File: config.mk
export PLATFORM = sky130hd
export DESIGN_NAME = pipe_stall_ctrl
export DESIGN_NICKNAME = d
export VERILOG_FILES = /design/src/rtl/pipe_stall_ctrl.sv
export SDC_FILE = /design/constraint.sdc
export NUM_CORES = 1
export LEC_CHECK = 0
export ABC_AREA = 1
export CORE_ASPECT_RATIO = 1.1
export CORE_MARGIN = 3
export CORE_UTILIZATION = 55
export DETAILED_ROUTE_END_ITERATION = 10
export HOLD_SLACK_MARGIN = 0.05
export PLACE_DENSITY = 0.88
export SYNTH_ARGS = -nofsm -noshare
export SYNTH_HDL_FRONTEND = slang
export SYNTH_SLANG_ARGS = --single-unit
File: constraint.sdc
create_clock -name clk_i -period 3 [get_ports clk_i]
set_input_delay 0.6 -clock clk_i [delete_from_list [all_inputs] [get_ports clk_i]]
set_output_delay 0.6 -clock clk_i [all_outputs]
set_load 0.01 [all_outputs]
File: src/rtl/pipe_stall_ctrl.sv
// Stall/flush sequencer for a 5-stage pipeline: merges load-use, branch and
// data-memory handshake into per-stage enables, with a memory watchdog and perf counters.
module pipe_stall_ctrl #(
    parameter int unsigned TIMEOUT = 64,
    parameter int unsigned CNT_W   = 32
) (
    input  logic             clk_i,
    input  logic             rst_i,
    input  logic             start_i,
    input  logic             hazard_i,
    input  logic             branch_i,
    input  logic             mem_access_i,
    input  logic             mem_ready_i,
    output logic             pc_write_o,
    output logic             ifid_write_o,
    output logic             ifid_flush_o,
    output logic             idex_noop_o,
    output logic             pipe_write_o,
    output logic             mem_req_o,
    output logic [1:0]       state_o,
    output logic             error_o,
    output logic [CNT_W-1:0] cycle_cnt_o,
    output logic [CNT_W-1:0] stall_cnt_o,
    output logic [CNT_W-1:0] flush_cnt_o
);

    typedef enum logic [1:0] {
        S_IDLE    = 2'd0,
        S_RUN     = 2'd1,
        S_MEMWAIT = 2'd2,
        S_ERROR   = 2'd3
    } state_e;

    localparam int unsigned         WAIT_W    = (TIMEOUT > 1) ? $clog2(TIMEOUT + 1) : 1;
    localparam logic [WAIT_W-1:0]   WAIT_MAX  = '1;
    localparam logic [WAIT_W-1:0]   TIMEOUT_W = WAIT_W'(TIMEOUT);

    state_e            state_q, state_d;
    logic [WAIT_W-1:0] wait_q, wait_d;
    logic              apply_run;

    always_ff @(posedge clk_i) begin
        if (rst_i) begin
            state_q <= S_IDLE;
            wait_q  <= '0;
        end else begin
            state_q <= state_d;
            wait_q  <= wait_d;
        end
    end

    always_comb begin
        state_d      = state_q;
        wait_d       = wait_q;
        apply_run    = 1'b0;
        pc_write_o   = 1'b0;
        ifid_write_o = 1'b0;
        ifid_flush_o = 1'b0;
        idex_noop_o  = 1'b0;
        pipe_write_o = 1'b0;
        mem_req_o    = 1'b0;

        case (state_q)
            S_IDLE: begin
                if (start_i) state_d = S_RUN;
            end
            S_RUN: begin
                mem_req_o = mem_access_i;
                if (mem_access_i && !mem_ready_i) begin
                    state_d = S_MEMWAIT;
                    wait_d  = WAIT_W'(1);
                end else begin
                    apply_run = 1'b1;
                end
            end
            S_MEMWAIT: begin
                mem_req_o = 1'b1;
                // Completion beats the watchdog when both land in the same cycle.
                if (mem_access_i && mem_ready_i) begin
                    apply_run = 1'b1;
                    state_d   = S_RUN;
                    wait_d    = '0;
                end else begin
                    if (wait_q != WAIT_MAX) wait_d = wait_q + 1'b1;
                    if ((TIMEOUT != 0) && (wait_q == TIMEOUT_W)) state_d = S_ERROR;
                end
            end
            default: ;
        endcase

        // Load-use outranks branch: branch operands are not valid during a load-use stall.
        if (apply_run) begin
            if (hazard_i) begin
                idex_noop_o  = 1'b1;
                pipe_write_o = 1'b1;
            end else begin
                pc_write_o   = 1'b1;
                ifid_write_o = 1'b1;
                pipe_write_o = 1'b1;
                ifid_flush_o = branch_i;
            end
        end
    end

    assign state_o = state_q;
    assign error_o = (state_q == S_ERROR);

    logic       active;
    logic [2:0] cnt_inc;
    logic [CNT_W-1:0] cnt_q [3];

    assign active  = (state_q == S_RUN) || (state_q == S_MEMWAIT);
    assign cnt_inc = {ifid_flush_o, active && !pc_write_o, active};

    generate
        for (genvar gi = 0; gi < 3; gi++) begin : g_cnt
            always_ff @(posedge clk_i) begin
                if (rst_i) begin
                    cnt_q[gi] <= '0;
                end else if (cnt_inc[gi] && (cnt_q[gi] != {CNT_W{1'b1}})) begin
                    cnt_q[gi] <= cnt_q[gi] + 1'b1;
                end
            end
        end
    endgenerate

    assign cycle_cnt_o = cnt_q[0];
    assign stall_cnt_o = cnt_q[1];
    assign flush_cnt_o = cnt_q[2];

endmodule

==> reports/metrics.csv, run 1 <==
stage;metric;value;unit
status;outcome;finished, final reports clean;
clock_tree;CTS tree;built;
worst_hold_path;class of the worst hold path;reg2reg;
critical_path;CP Max Fanout;4;
global_route;vias in the first global route;6178;
synth;Post-synth EDFFs;96;
floorplanning;die area;14300;um^2
route;vias per inst;5.38;
layout;Final Util;0.702;
placement;number of port buffers;111;
route;drt first pass iters;5;
layout;multi-input logic area;3560;um^2
route;Vias;6421;
synth;Synth Register Bits;105;
synth;Most used DFF post-synth;edfxtp_1;
sta;unrepaired setup endpoints after global routing;false;
floorplanning;Die Width;114;um
global_route;initial antenna violation count;0;
floorplanning;io pins;112;
worst_hold_path;Worst Hold Depth;2;
layout;register area;3060;um^2
route;Total Wirelength;16700;um
critical_path;reg2reg start;cnt_q[1][0]$_SDFFCE_PN0P_;
critical_path;R2R Setup Slk;0.95;ns
sta;Slew HR;0.697;
clock_tree;CTS Buf Count;9;
route;Routed Antenna Nets;0;
sta;Final Critical Period;2.88;ns
critical_path;Critical R2R Capture;cnt_q[1][12]$_SDFFCE_PN0P_;
sta;Max Clk Rate;0.347;GHz
global_route;global-route wire length before repair;28200;um
flow_run;max-cap violations;0;
clock_tree;CTS Root Cell;clkbuf_16;
sta;setup_tns;0;ns
synth;post-synth net total;936;
synth;count leader, synth;nand2_1;
layout;fillcell total;967;
clock_tree;clock latency on the worst-skew pair;0.36;ns
route;Avg WL per Cell;14.0;um
sta;Slew Limit Fails;0;
clock_tree;H-tree depth;3;
synth;Syn. warnings;0;
critical_path;WS Path Type;in2out;
sta;setup violators final;0;
layout;layout cells sized above 1;0.108;
floorplanning;Starting Density;0.576;
global_route;GRT Total Usage;0.239;
synth;Mapped Avg Cell Area;7.70;um^2
layout;Ant. Diodes;0;
synth;cell area after synthesis;7080;um^2
floorplanning;site row count;42;
synth;FFs w/ async S/R, synth;0;
synth;leading area contributor after synthesis;edfxtp_1;
critical_path;required time worst endpoint;2.40;ns
critical_path;reg2reg path depth;9;
placement;Place WS;0.0710;ns
synth;number of distinct library cells after synthesis;33;
synth;sequential area share after synthesis;0.433;
global_route;GR Overflow Total;0;
route;# DRC;0;
sta;Hold Vio Cnt, Final;0;
placement;Final HPWL DP;12400;um
sta;Worst Tran Pin Value;0.454;ns
pwr;power per standard cell area;723;nW/um^2
layout;# nets final;1052;
synth;Synth top cells by count;nand2_1, nor2_1, edfxtp_1, inv_1, nand3_1;
sta;Layout Skew;0.00359;ns
clock_tree;Clk pin slew, worst setup/hold paths;0.07;ns
pwr;Worst VDD drop;0.504;mV
worst_hold_path;Hold EP;wait_q[2]$_SDFFE_PP0P_;
floorplanning;die height;125;um
layout;Layout area overhead;22.0;%
placement;RD Place Congestion;0.916;
critical_path;critical path arrival;2.28;ns
worst_hold_path;worst min-delay path startpoint;wait_q[2]$_SDFFE_PP0P_;
critical_path;CP Launch Type;input pin;
pwr;Static Leak;3.04;nW
critical_path;crit end category;output port;
floorplanning;Core ar.;12300;um^2
synth;Synth area leaders;edfxtp_1, nand2_1, nor2_1, inv_1, nand3_1;
clock_tree;clk buf depth;2;
sta;setup ws final;0.116;ns
route;Initial DRC Count;456;
synth;Post-Syn Instances;919;
synth;share of the synthesized area in the top cell type;0.407;
global_route;largest net degree at the start of global routing;33;
clock_tree;Num Clock Sinks;105;
sta;period utilization;0.961;
metrics by stage:
stage | std cells | hold WS (ns) | power, mW | cell area, um^2
6_report | 1194 | 0.500 | 6.24 | 8630
3_5_place_dp | 1178 | 0.486 | 4.99 | 8320
5_1_grt | 1194 | 0.533 | 6.58 | 8630
4_1_cts | 1194 | 0.496 | 6.26 | 8630
3_3_place_gp | 1178 | 0.473 | 4.92 | 8320
2_1_floorplan | 919 | 0.454 | 3.94 | 7080
worst max-delay path by stage:
| stage | from | end | slack [ns] |
|---|---|---|---|
| 6_report | mem_ready_i | ifid_write_o | 0.12 |
| 5_1_grt | mem_ready_i | pc_write_o | 0.01 |
| 4_1_cts | mem_ready_i | ifid_flush_o | 0.06 |
| 3_5_place_dp | mem_ready_i | ifid_flush_o | 0.07 |
| 3_3_place_gp | mem_ready_i | ifid_flush_o | 0.11 |
| 2_1_floorplan | state_o[0]$_SDFFE_PP0P_ | cnt_q[2][0]$_SDFFCE_PN0P_ | 0.67 |
logic make-up (layout without fill, tap and decap cells):
| logic type | Yosys count | count (layout) | share of synthesized area |
|---|---|---|---|
| and+or+nand+nor | 621 | 621 | 0.389 |
| DFF | 105 | 105 | 0.433 |
| buffers and inverters | 94 | 215 | 0.0640 |
| AOI/OAI and AO/OA | 51 | 51 | 0.0497 |
| xor gates and xnor gates | 38 | 38 | 0.0470 |
| adders and majority gates | 10 | 10 | 0.0177 |
critical path: stages:
cell             delay [ns]
clkdlybuf4s50_1        0.51
inv_1                  0.06
nand2_1                0.06
nand2_1                0.07
nand2_1                0.16
nand2_2                0.14
nor2_1                 0.14
clkdlybuf4s50_1        0.55
routing by layer:
layer / global-route usage / vias up / share of wire
met4: 0.114 / 0 / 0.036
met5: 0 / - / 0
met3: 0.0300 / 47 / 0.057
met2: 0.405 / 234 / 0.49
met1: 0.300 / 2979 / 0.41
li1: - / 3161 / -
cell usage in the layout, fill, tap and decap left out, types with 6 or more instances in the layout:
cell	netlist	routed
a21oi_1	18	18
a21oi_2	25	25
clkbuf_16	0	9
clkdlybuf4s50_1	0	110
dfxtp_1	9	9
edfxtp_1	96	96
ha_1	10	10
inv_1	81	81
nand2_1	301	301
nand2_2	11	11
nand3_1	50	50
nand3b_1	18	18
nor2_1	174	174
nor2_2	35	35
nor2_4	8	8
o21ai_0	6	6
xnor2_1	26	26
xor2_1	12	12
layout make-up:
cell class,instances,area share
multi-input combinational,720,0.413
sequential,105,0.355
timing repair buffer,117,0.139
inverter,82,0.0356
clock buffer,11,0.0270
tap,154,0.0223
clock inverter,5,0.00913
where the power goes:
| group | internal (mW) | total, mW | leakage, nW | switching, mW |
|---|---|---|---|---|
| combinational | 1.07 | 2.35 | 1.79 | 1.28 |
| sequential | 2.13 | 2.63 | 1.09 | 0.501 |
| clock | 0.733 | 1.26 | 0.154 | 0.531 |
| total | 3.93 | 6.24 | 3.04 | 2.31 |
state kept, by name (all words and copies together), names as in the netlist:
register / flops
wait_q: 7
cnt_q: 96
state_o: 2
timing repair:
action	in CTS	in global routing
hold buffers	0	0
buffers inserted	0	0
endpoints found under the setup margin	0	1
gates resized for setup	0	1
Note: power is estimated with default switching activity, not from simulation.
==> run 2: changes to the inputs <==
- REMOVE_ABC_BUFFERS: not set -> 1
==> reports/metrics.csv, run 2 (synthesized netlist as in run 1, its figures left out) <==
stage;metric;value;unit;change
route;Vias;6282;;was 6421
layout;Reg with most FFs;cnt_q;;unchanged
global_route;initial antenna violation count;0;;unchanged
critical_path;WS Path Type;in2out;;unchanged
sta;Final Critical Period;2.86;ns;was 2.88 ns
clock_tree;# Post-CTS Setup Buffers;0;;unchanged
route;vias per inst;5.27;;was 5.38
floorplanning;die area;14300;um^2;unchanged
layout;# nets final;1050;;was 1052
placement;placed cell areas;8280;um^2;was 8320 um^2
global_route;vias in the first global route;5700;;was 6178
worst_hold_path;worst min-delay path startpoint;wait_q[0]$_SDFFE_PP0P_;;was wait_q[2]$_SDFFE_PP0P_
critical_path;reg2reg path depth;9;;unchanged
global_route;GRT Total Usage;0.232;;was 0.239
clock_tree;CTS resizes;0;;unchanged
floorplanning;Starting Density;0.576;;unchanged
layout;layout cells sized above 1;0.102;;was 0.108
critical_path;R2R Setup Slk;0.81;ns;was 0.95 ns
floorplanning;Core ar.;12300;um^2;unchanged
floorplanning;site row count;42;;unchanged
sta;Worst Tran Pin Value;0.517;ns;was 0.454 ns
critical_path;Worst path slowest cell;clkdlybuf4s50_1;;unchanged
critical_path;Worst path most repeated cell;nand2_1;;unchanged
floorplanning;io pins;112;;unchanged
clock_tree;CTS tree;built;;unchanged
clock_tree;Clk pin slew, worst setup/hold paths;0.06;ns;was 0.07 ns
sta;Hold Vio Cnt, Final;0;;unchanged
critical_path;CP Launch Type;input pin;;unchanged
route;drt first pass iters;5;;unchanged
floorplanning;die height;125;um;unchanged
route;Avg WL per Cell;14.0;um;about the same
placement;Final HPWL DP;12400;um;about the same
critical_path;reg2reg start;cnt_q[1][0]$_SDFFCE_PN0P_;;unchanged
layout;Finished Cell Area;8560;um^2;was 8630 um^2
pwr;total power;6.05;mW;was 6.24 mW
sta;unrepaired setup endpoints after global routing;false;;unchanged
sta;Layout Skew;0.00533;ns;was 0.00359 ns
pwr;Worst VDD drop;0.495;mV;was 0.504 mV
route;Routed Antenna Nets;0;;unchanged
clock_tree;CTS Root Cell;clkbuf_16;;unchanged
critical_path;largest stage delay on the critical path;0.57;ns;was 0.55 ns
critical_path;Bufs and invs on worst path;3;;unchanged
sta;Slew HR;0.655;;was 0.697
sta;Max Clk Rate;0.350;GHz;was 0.347 GHz
global_route;global-route wire length before repair;27100;um;was 28200 um
pwr;power per standard cell area;707;nW/um^2;was 723 nW/um^2
clock_tree;H-tree depth;3;;unchanged
route;Initial DRC Count;503;;was 456
layout;commonest cells after routing, fill and taps aside;nand2_1, nor2_1, clkdlybuf4s50_1;;unchanged
critical_path;CP Max Fanout;4;;unchanged
critical_path;Critical R2R Capture;cnt_q[1][15]$_SDFFCE_PN0P_;;was cnt_q[1][12]$_SDFFCE_PN0P_
flow_run;max-cap violations;0;;unchanged
sta;setup violators final;0;;unchanged
global_route;GR Overflow Total;0;;unchanged
route;Total Wirelength;16700;um;about the same
clock_tree;hold-fix buffers at CTS;0;;unchanged
layout;Ant. Diodes;0;;unchanged
clock_tree;clock latency on the worst-skew pair;0.35;ns;was 0.36 ns
placement;number of port buffers;111;;unchanged
sta;setup_tns;0;ns;unchanged
critical_path;crit-path leading delay family;buffers and inverters;;unchanged
critical_path;CP cell instances;clkdlybuf4s50_1 -> inv_1 -> nand2_1 -> nand2_1 -> nand2_1 -> nand2_2 -> nor2_4 -> clkdlybuf4s50_1;;was clkdlybuf4s50_1 -> inv_1 -> nand2_1 -> nand2_1 -> nand2_1 -> nand2_2 -> nor2_1 -> clkdlybuf4s50_1
clock_tree;Num Clock Sinks;105;;unchanged
placement;RD Place Congestion;0.924;;was 0.916
layout;fillcell total;978;;was 967
layout;Layout area overhead;20.9;%;was 22.0%
layout;commonest non-fill, non-tap cell in the layout;nand2_1;;unchanged
worst_hold_path;class of the worst hold path;reg2reg;;unchanged
sta;Slew Limit Fails;0;;unchanged
clock_tree;clk buf depth;2;;unchanged
layout;max reg flops;96;;unchanged
global_route;largest net degree at the start of global routing;33;;unchanged
worst_hold_path;Hold EP;wait_q[0]$_SDFFE_PP0P_;;was wait_q[2]$_SDFFE_PP0P_
floorplanning;Die Width;114;um;unchanged
sta;period utilization;0.952;;was 0.961
worst_hold_path;Worst Hold Depth;2;;unchanged
status;outcome;finished, final reports clean;;unchanged
critical_path;crit end category;output port;;unchanged
pwr;Static Leak;2.98;nW;was 3.04 nW
critical_path;critical path arrival;2.26;ns;was 2.28 ns
clock_tree;CTS Buf Count;9;;unchanged
route;# DRC;0;;unchanged
critical_path;required time worst endpoint;2.40;ns;about the same
-- run 2: metrics by stage --
| stage | util | cells | hold WS [ns] | worst slack, ns |
|---|---|---|---|---|
| after detailed placement | 0.673 | 1176 | 0.502 | 0.142 |
| final | 0.696 | 1192 | 0.522 | 0.143 |
| after CTS | 0.696 | 1192 | 0.512 | 0.142 |
| after global routing | 0.696 | 1192 | 0.529 | 0.000391 |
| after global placement | 0.673 | 1176 | 0.487 | 0.198 |
| after floorplan | - | 907 | 0.454 | 0.668 |
-- run 2: layout make-up --
type | count | area (um^2) | area share
multi-input combinational | 720 | 3560 | 0.416
sequential | 105 | 3060 | 0.358
timing repair buffer | 115 | 1150 | 0.135
inverter | 82 | 308 | 0.0360
clock buffer | 10 | 229 | 0.0268
tap | 154 | 193 | 0.0225
clock inverter | 6 | 48.8 | 0.00570
-- run 2: worst register-to-register path, delay by kind of cell, from the launching register on --
kind / cells / cell delay [ns]
buf+inv: 1 / 0.46
flops: 1 / 0.48
fa+ha+maj: 1 / 0.24
simple gates: 7 / 0.75
-- run 2: power by group --
| part | total (mW) | switching, mW | internal [mW] |
|---|---|---|---|
| registers | 2.65 | 0.519 | 2.13 |
| clock network | 1.14 | 0.503 | 0.634 |
| logic | 2.27 | 1.24 | 1.03 |
| total | 6.05 | 2.26 | 3.79 |
-- run 2: worst max-delay path by stage --
stage                            start                        end  slack [ns]  cells after the start
4_1_cts                    mem_ready_i                 pc_write_o        0.14                      8
3_3_place_gp               mem_ready_i               ifid_flush_o        0.20                      8
5_1_grt                    mem_ready_i                 pc_write_o      0.0004                      8
3_5_place_dp               mem_ready_i                 pc_write_o        0.14                      8
6_report                   mem_ready_i               ifid_flush_o        0.14                      8
2_1_floorplan  state_o[0]$_SDFFE_PP0P_  cnt_q[2][0]$_SDFFCE_PN0P_        0.67                      6
-- run 2: per-layer routing --
metal / GRT usage / up-vias / share of wire
li1: - / 3156 / -
met1: 0.315 / 2868 / 0.43
met2: 0.380 / 231 / 0.49
met3: 0.0367 / 27 / 0.065
met4: 0.0734 / 0 / 0.016
met5: 0 / - / 0
